==> src/rtl/rtc_bank_reader.sv <==
// rtc_bank_reader
//   Read side of the programming register bank. A start pulse begins a sweep
//   over bank addresses 0..NUM_REGS-1. The block reads each byte and hands it
//   to the RTC driver over a 4-phase req/ack handshake. During a sweep the bank
//   write-enable mux is switched to the RTC path, so button writes cannot
//   disturb the registers being copied. The mux returns to the button path
//   when the block goes idle.
//
// Ports
//   clk        in   system clock; all logic runs on the rising edge
//   reset      in   synchronous, active-high
//   start      in   one-cycle pulse that begins a sweep; honoured only in IDLE
//   bank_addr  out  bank read address
//   bank_rd    out  bank read strobe; data is valid one cycle after it
//   bank_dout  in   bank read data
//   wr_sel     out  write-enable mux select: 1 = button path, 0 = RTC path
//   rtc_req    out  handshake request
//   rtc_addr   out  RTC register address, stable while rtc_req is high
//   rtc_data   out  RTC data byte, stable while rtc_req is high
//   rtc_ack    in   handshake acknowledge from the RTC driver
//   busy       out  high from start acceptance until the return to IDLE
//   done       out  one-cycle pulse when a sweep completes normally
//   error      out  one-cycle pulse when a sweep is aborted on an ack timeout
//
// All outputs come directly from flops.
module rtc_bank_reader #(
  parameter int                DATA_W   = 8,
  parameter int                ADDR_W   = 4,
  parameter int                NUM_REGS = 9,
  parameter logic [ADDR_W-1:0] RTC_BASE = ADDR_W'(1),
  parameter int                TIMEOUT  = 255
) (
  input  logic              clk,
  input  logic              reset,
  input  logic              start,
  output logic [ADDR_W-1:0] bank_addr,
  output logic              bank_rd,
  input  logic [DATA_W-1:0] bank_dout,
  output logic              wr_sel,
  output logic              rtc_req,
  output logic [ADDR_W-1:0] rtc_addr,
  output logic [DATA_W-1:0] rtc_data,
  input  logic              rtc_ack,
  output logic              busy,
  output logic              done,
  output logic              error
);

  // The wait counter never has to hold TIMEOUT itself: the abort fires on
  // the cycle in which the count would reach TIMEOUT.
  localparam int                CNT_W    = (TIMEOUT > 1) ? $clog2(TIMEOUT + 1) : 1;
  localparam logic [CNT_W-1:0]  CNT_LAST = CNT_W'(TIMEOUT - 1);
  localparam logic [ADDR_W-1:0] LAST_IDX = ADDR_W'(NUM_REGS - 1);

  typedef enum logic [2:0] {
    S_IDLE,
    S_READ,
    S_LATCH,
    S_REQ_HI,
    S_REQ_LO,
    S_FINISH
  } state_t;

  state_t            state_q, state_d;
  logic [ADDR_W-1:0] idx_q, idx_d;
  logic [CNT_W-1:0]  cnt_q, cnt_d;

  logic [ADDR_W-1:0] bank_addr_q, bank_addr_d;
  logic              bank_rd_q, bank_rd_d;
  logic              wr_sel_q, wr_sel_d;
  logic              rtc_req_q, rtc_req_d;
  logic [ADDR_W-1:0] rtc_addr_q, rtc_addr_d;
  logic [DATA_W-1:0] rtc_data_q, rtc_data_d;
  logic              busy_q, busy_d;
  logic              done_q, done_d;
  logic              error_q, error_d;

  logic              timeout_hit;
  logic              abort;
  logic              waiting;

  // The counter reaches TIMEOUT if the current wait cycle also fails.
  assign timeout_hit = (cnt_q == CNT_LAST);
  assign waiting     = (state_q == S_REQ_HI) || (state_q == S_REQ_LO);

  // ---------------------------------------------------------------------------
  // State register
  // ---------------------------------------------------------------------------
  always_ff @(posedge clk) begin
    if (reset) begin
      state_q     <= S_IDLE;
      idx_q       <= '0;
      cnt_q       <= '0;
      bank_addr_q <= '0;
      bank_rd_q   <= 1'b0;
      wr_sel_q    <= 1'b1;
      rtc_req_q   <= 1'b0;
      rtc_addr_q  <= '0;
      rtc_data_q  <= '0;
      busy_q      <= 1'b0;
      done_q      <= 1'b0;
      error_q     <= 1'b0;
    end else begin
      state_q     <= state_d;
      idx_q       <= idx_d;
      cnt_q       <= cnt_d;
      bank_addr_q <= bank_addr_d;
      bank_rd_q   <= bank_rd_d;
      wr_sel_q    <= wr_sel_d;
      rtc_req_q   <= rtc_req_d;
      rtc_addr_q  <= rtc_addr_d;
      rtc_data_q  <= rtc_data_d;
      busy_q      <= busy_d;
      done_q      <= done_d;
      error_q     <= error_d;
    end
  end

  // ---------------------------------------------------------------------------
  // Next-state logic: state, index, and wait counter
  // ---------------------------------------------------------------------------
  always_comb begin
    state_d = state_q;
    idx_d   = idx_q;
    abort   = 1'b0;

    case (state_q)
      S_IDLE: begin
        if (start) begin
          state_d = S_READ;
          idx_d   = '0;
        end
      end

      S_READ: state_d = S_LATCH;

      S_LATCH: state_d = S_REQ_HI;

      // Leave only after our own request has been acknowledged. An ack that
      // is already high before the request rises keeps us here.
      S_REQ_HI: begin
        if (rtc_req_q && rtc_ack) begin
          state_d = S_REQ_LO;
        end else if (timeout_hit) begin
          abort = 1'b1;
        end
      end

      S_REQ_LO: begin
        if (!rtc_ack) begin
          if (idx_q == LAST_IDX) begin
            state_d = S_FINISH;
          end else begin
            idx_d   = idx_q + ADDR_W'(1);
            state_d = S_READ;
          end
        end else if (timeout_hit) begin
          abort = 1'b1;
        end
      end

      S_FINISH: state_d = S_IDLE;

      default: state_d = S_IDLE;
    endcase

    // An aborted sweep keeps no position. The next start begins at index 0.
    if (abort) begin
      state_d = S_IDLE;
      idx_d   = '0;
    end

    // The counter restarts on every state change and runs only while waiting
    // on an ack edge.
    cnt_d = '0;
    if ((state_d == state_q) && waiting) begin
      cnt_d = cnt_q + CNT_W'(1);
    end
  end

  // ---------------------------------------------------------------------------
  // Output logic: each registered output takes the value it must show in the
  // state being entered.
  // ---------------------------------------------------------------------------
  always_comb begin
    bank_rd_d   = (state_d == S_READ);
    bank_addr_d = (state_d == S_READ) ? idx_d : bank_addr_q;

    // Address and data are captured one cycle after the read strobe. They
    // then stay frozen through the whole handshake.
    rtc_addr_d  = rtc_addr_q;
    rtc_data_d  = rtc_data_q;
    if (state_q == S_LATCH) begin
      rtc_addr_d = RTC_BASE + idx_q;
      rtc_data_d = bank_dout;
    end

    // The request rises only while ack is low. Once up, it stays up until
    // the ack is seen, or until an abort moves the state away from S_REQ_HI.
    rtc_req_d = (state_d == S_REQ_HI) && (rtc_req_q || !rtc_ack);

    busy_d   = (state_d == S_READ)   || (state_d == S_LATCH) ||
               (state_d == S_REQ_HI) || (state_d == S_REQ_LO);
    // The mux stays on the RTC path for exactly the busy window.
    wr_sel_d = !busy_d;
    done_d   = (state_d == S_FINISH);
    error_d  = abort;
  end

  assign bank_addr = bank_addr_q;
  assign bank_rd   = bank_rd_q;
  assign wr_sel    = wr_sel_q;
  assign rtc_req   = rtc_req_q;
  assign rtc_addr  = rtc_addr_q;
  assign rtc_data  = rtc_data_q;
  assign busy      = busy_q;
  assign done      = done_q;
  assign error     = error_q;

endmodule

==> config.mk <==
export PLATFORM = sky130hd
export DESIGN_NAME = rtc_bank_reader
export DESIGN_NICKNAME = d
export VERILOG_FILES = /design/src/rtl/rtc_bank_reader.sv
export SDC_FILE = /design/constraint.sdc
export NUM_CORES = 1
export LEC_CHECK = 0
export CORE_UTILIZATION = 54
export CTS_CLUSTER_DIAMETER = 60
export CTS_CLUSTER_SIZE = 40
export DETAILED_ROUTE_END_ITERATION = 12
export PLACE_DENSITY = 0.83
export SLEW_MARGIN = 20
export SYNTH_ARGS = -nofsm -noshare
export SYNTH_HDL_FRONTEND = slang
export SYNTH_SLANG_ARGS = --single-unit
==> constraint.sdc <==
create_clock -name clk -period 3 [get_ports clk]
set_input_delay 0.3 -clock clk [delete_from_list [all_inputs] [get_ports clk]]
set_output_delay 0.3 -clock clk [all_outputs]
set_load 0.01 [all_outputs]
==> results.py <==
metrics = {
    "detailed_routing": {
        "first_iter_violations": 48,
        "firstDrtPassIters": 8,
        "via_count": 1343,
        "drc": 3,
        "postRouteWirelength_um": 3500,
        "antenna_left": 0,
        "avgRoutedWirePerCell_um": 14.8,
        "via_per_inst": 5.69,
    },
    "clock_tree": {
        "root_buffer": "clkbuf_4",
        "post_cts_buffers": 0,
        "cts.sinks": 37,
        "post_cts_resized": 0,
        "h-tree-depth": 2,
        "cts_hold_buf": 0,
        "path_clk_slew_ns": 0.11,
        "cts_tree": "done",
        "clock_latency_ns": 0.36,
        "cts_buffers": 5,
        "clk_path_buf_depth": 2,
    },
    "critical_path": {
        "path_max_fanout": 18,
        "critPathRequiredTime_ns": 3.28,
        "arrival_ns": 2.35,
        "crit_path_end_kind": "register",
        "critPathLaunchType": "register",
        "crit_type": "register to register",
    },
    "flow_run": {
        "maxCapViolations": 0,
    },
    "yosys": {
        "synth-seq-cells": 37,
        "synth_top_family_by_area": "simple AND/OR/NAND/NOR gates",
        "synth_area_um2": 1660,
        "synth_compound_area_share_pct": 21.1,
        "synth_cell_type_count": 46,
        "synth_top_area_share_pct": 44.5,
        "synthAdderAreaFrac_pct": 3.01,
        "synth-xor-area-share_pct": 4.21,
        "synthesis.nets": 188,
        "syn_avg_cell_area_um2": 9.67,
        "synthMuxAreaShare_pct": 0.602,
        "ys.flop_type": "dfxtp_1",
        "ys_seq_area_share_pct": 44.5,
        "ys_warn_count": 0,
        "synth-edff-count": 0,
        "synthArstFlopShare_pct": 0,
        "synth_top_area_cell": "dfxtp_1",
        "synth_top_cells_by_area": "dfxtp_1 45%, a211oi_2 6.0%, nand2_1 5.6%",
        "synth_cells": 172,
        "synthSimpleGateAreaFrac_pct": 22.4,
    },
    "timing": {
        "fin_crit_ns": 2.08,
        "setup_viol": 0,
        "post-route-period-util_pct": 69.2,
        "hold_viol_final": 0,
        "finClkSkew_ns": 0.00790,
        "rsz0062_at_grt": "false",
        "fmax_mhz": 482,
        "final_max_slew_viol_count": 0,
        "slew_headroom_pct": 39.8,
        "fin_tns_setup_ns": 0,
        "tightest_slew_ns": 0.902,
    },
    "grt": {
        "use_met3_pct": 4.76,
        "grt_pass1_vias": 1306,
        "antenna_found_initial": 0,
        "grtUsageTotal_pct": 23.5,
        "grt_start_max_net_pins": 22,
        "grt_pass1_wl_um": 5820,
        "overflow": 0,
        "grt_use_met2_pct": 40.2,
        "grt-busiest-layer": "met2",
        "grt_util_met1_pct": 26.8,
    },
    "die": {
        "ios": 34,
        "start_util_pct": 58.8,
        "die_x_um": 57.5,
        "core-area_um2": 2830,
        "die-area_um2": 3310,
        "rows": 19,
        "die_y_um": 57.5,
    },
    "power": {
        "p_per_area_nw_per_um2": 517,
        "vdd_drop_max_mv": 0.389,
        "leakagePower_nw": 0.712,
    },
    "placement": {
        "gp_congestion": 0.816,
        "placed_cell_area_um2": 1980,
        "placedCellCount": 228,
        "port_buffers": 33,
        "dp_hpwl_um": 2610,
    },
    "hold_path": {
        "holdCritPathClass": "register to register",
    },
    "finish": {
        "final_design_area_no_fill_um2": 2090,
        "instances_no_fill": 236,
        "area_growth_pct": 25.3,
        "final_cell_mix": "37 x dfxtp_1, 33 x clkdlybuf4s50_1, 25 x nand2_1, 16 x a21oi_1, 16 x nor2_1",
        "mostFrequentLayoutCell": "dfxtp_1",
        "finalNetCount": 220,
        "drive_gt1_share_pct": 13.7,
        "antenna_cells": 0,
    },
    "outcome": {
        "run_status": "finished with violations",
        "failed_checks": "DRC",
    },
}
## stage by stage
step	setup slack [ns]	hold slack (ns)	utilization [%]	power, W
2_1_floorplan	1.53	0.436	-	0.000606
3_3_place_gp	1.06	0.442	70.1	0.000653
3_5_place_dp	0.945	0.448	70.1	0.000658
4_1_cts	0.932	0.465	73.7	0.00108
5_1_grt	0.816	0.481	73.7	0.00111
6_report	0.924	0.460	73.7	0.00108
## sequential cells by signal, indices dropped and copies added (netlist names)
name,flops
cnt_q,8
error,1
wr_sel,1
rtc_req,1
rtc_addr,4
bank_addr,4
state_q,3
rtc_data,8
done,1
idx_q,4
bank_rd,1
busy,1
## logic make-up after synthesis
kind of cell	count (synthesis)
AOI/OAI and AO/OA	40
xor gates and xnor gates	8
adders and majority gates	4
buffers and inverters	13
DFF	37
muxes	1
and+or+nand+nor	69
## area by class of cell
cell class	instances	area [um^2]
Multi-Input combinational cell	122	855
Sequential cell	37	741
Inverter	5	18.8
Tap cell	31	38.8
Timing Repair Buffer	33	330
Clock inverter	3	65.1
Fill cell	221	743
Clock buffer	5	37.5
## worst max-delay path, stage by stage, from the launching register on
cell,delay [ns]
dfxtp_1,0.88
nor3b_4,0.36
a32oi_4,0.12
a211o_4,0.43
a211oi_2,0.21
## power by group
| group | internal, W | switching (W) |
|---|---|---|
| Combinational | 0.0000600 | 0.0000596 |
| Clock | 0.000258 | 0.000173 |
| Sequential | 0.000509 | 0.0000188 |
## synthesized netlist by cell type (2+ instances only)
cell type / n
nor3_1: 7
a211oi_2: 8
xnor2_1: 2
nand2_1: 25
a22oi_1: 2
dfxtp_1: 37
buf_6: 2
clkbuf_1: 3
and4_1: 2
ha_1: 4
inv_1: 5
xor2_1: 6
a21oi_1: 16
nand4_1: 3
nand3_1: 4
nor2_1: 16
## routing by layer
layer  vias up  wire, um
met5         -         0
met4         0       114
met3        12       106
met2        27      1800
met1       635      1480
li1        669         -
## final timing paths
path / start / endpoint / slack (ns) / cells after the start
worst max-delay path: state_q[2]$_SDFF_PP0_ / cnt_q[0]$_SDFF_PP0_ / 0.92 / 4
worst min-delay path: bank_addr[0]$_SDFFE_PP0P_ / bank_addr[0]$_SDFFE_PP0P_ / 0.46 / 2
worst max register to register: state_q[2]$_SDFF_PP0_ / cnt_q[0]$_SDFF_PP0_ / 0.92 / 4
worst min register to register: bank_addr[0]$_SDFFE_PP0P_ / bank_addr[0]$_SDFFE_PP0P_ / 0.46 / 2
(Power assumes the default switching activity.)
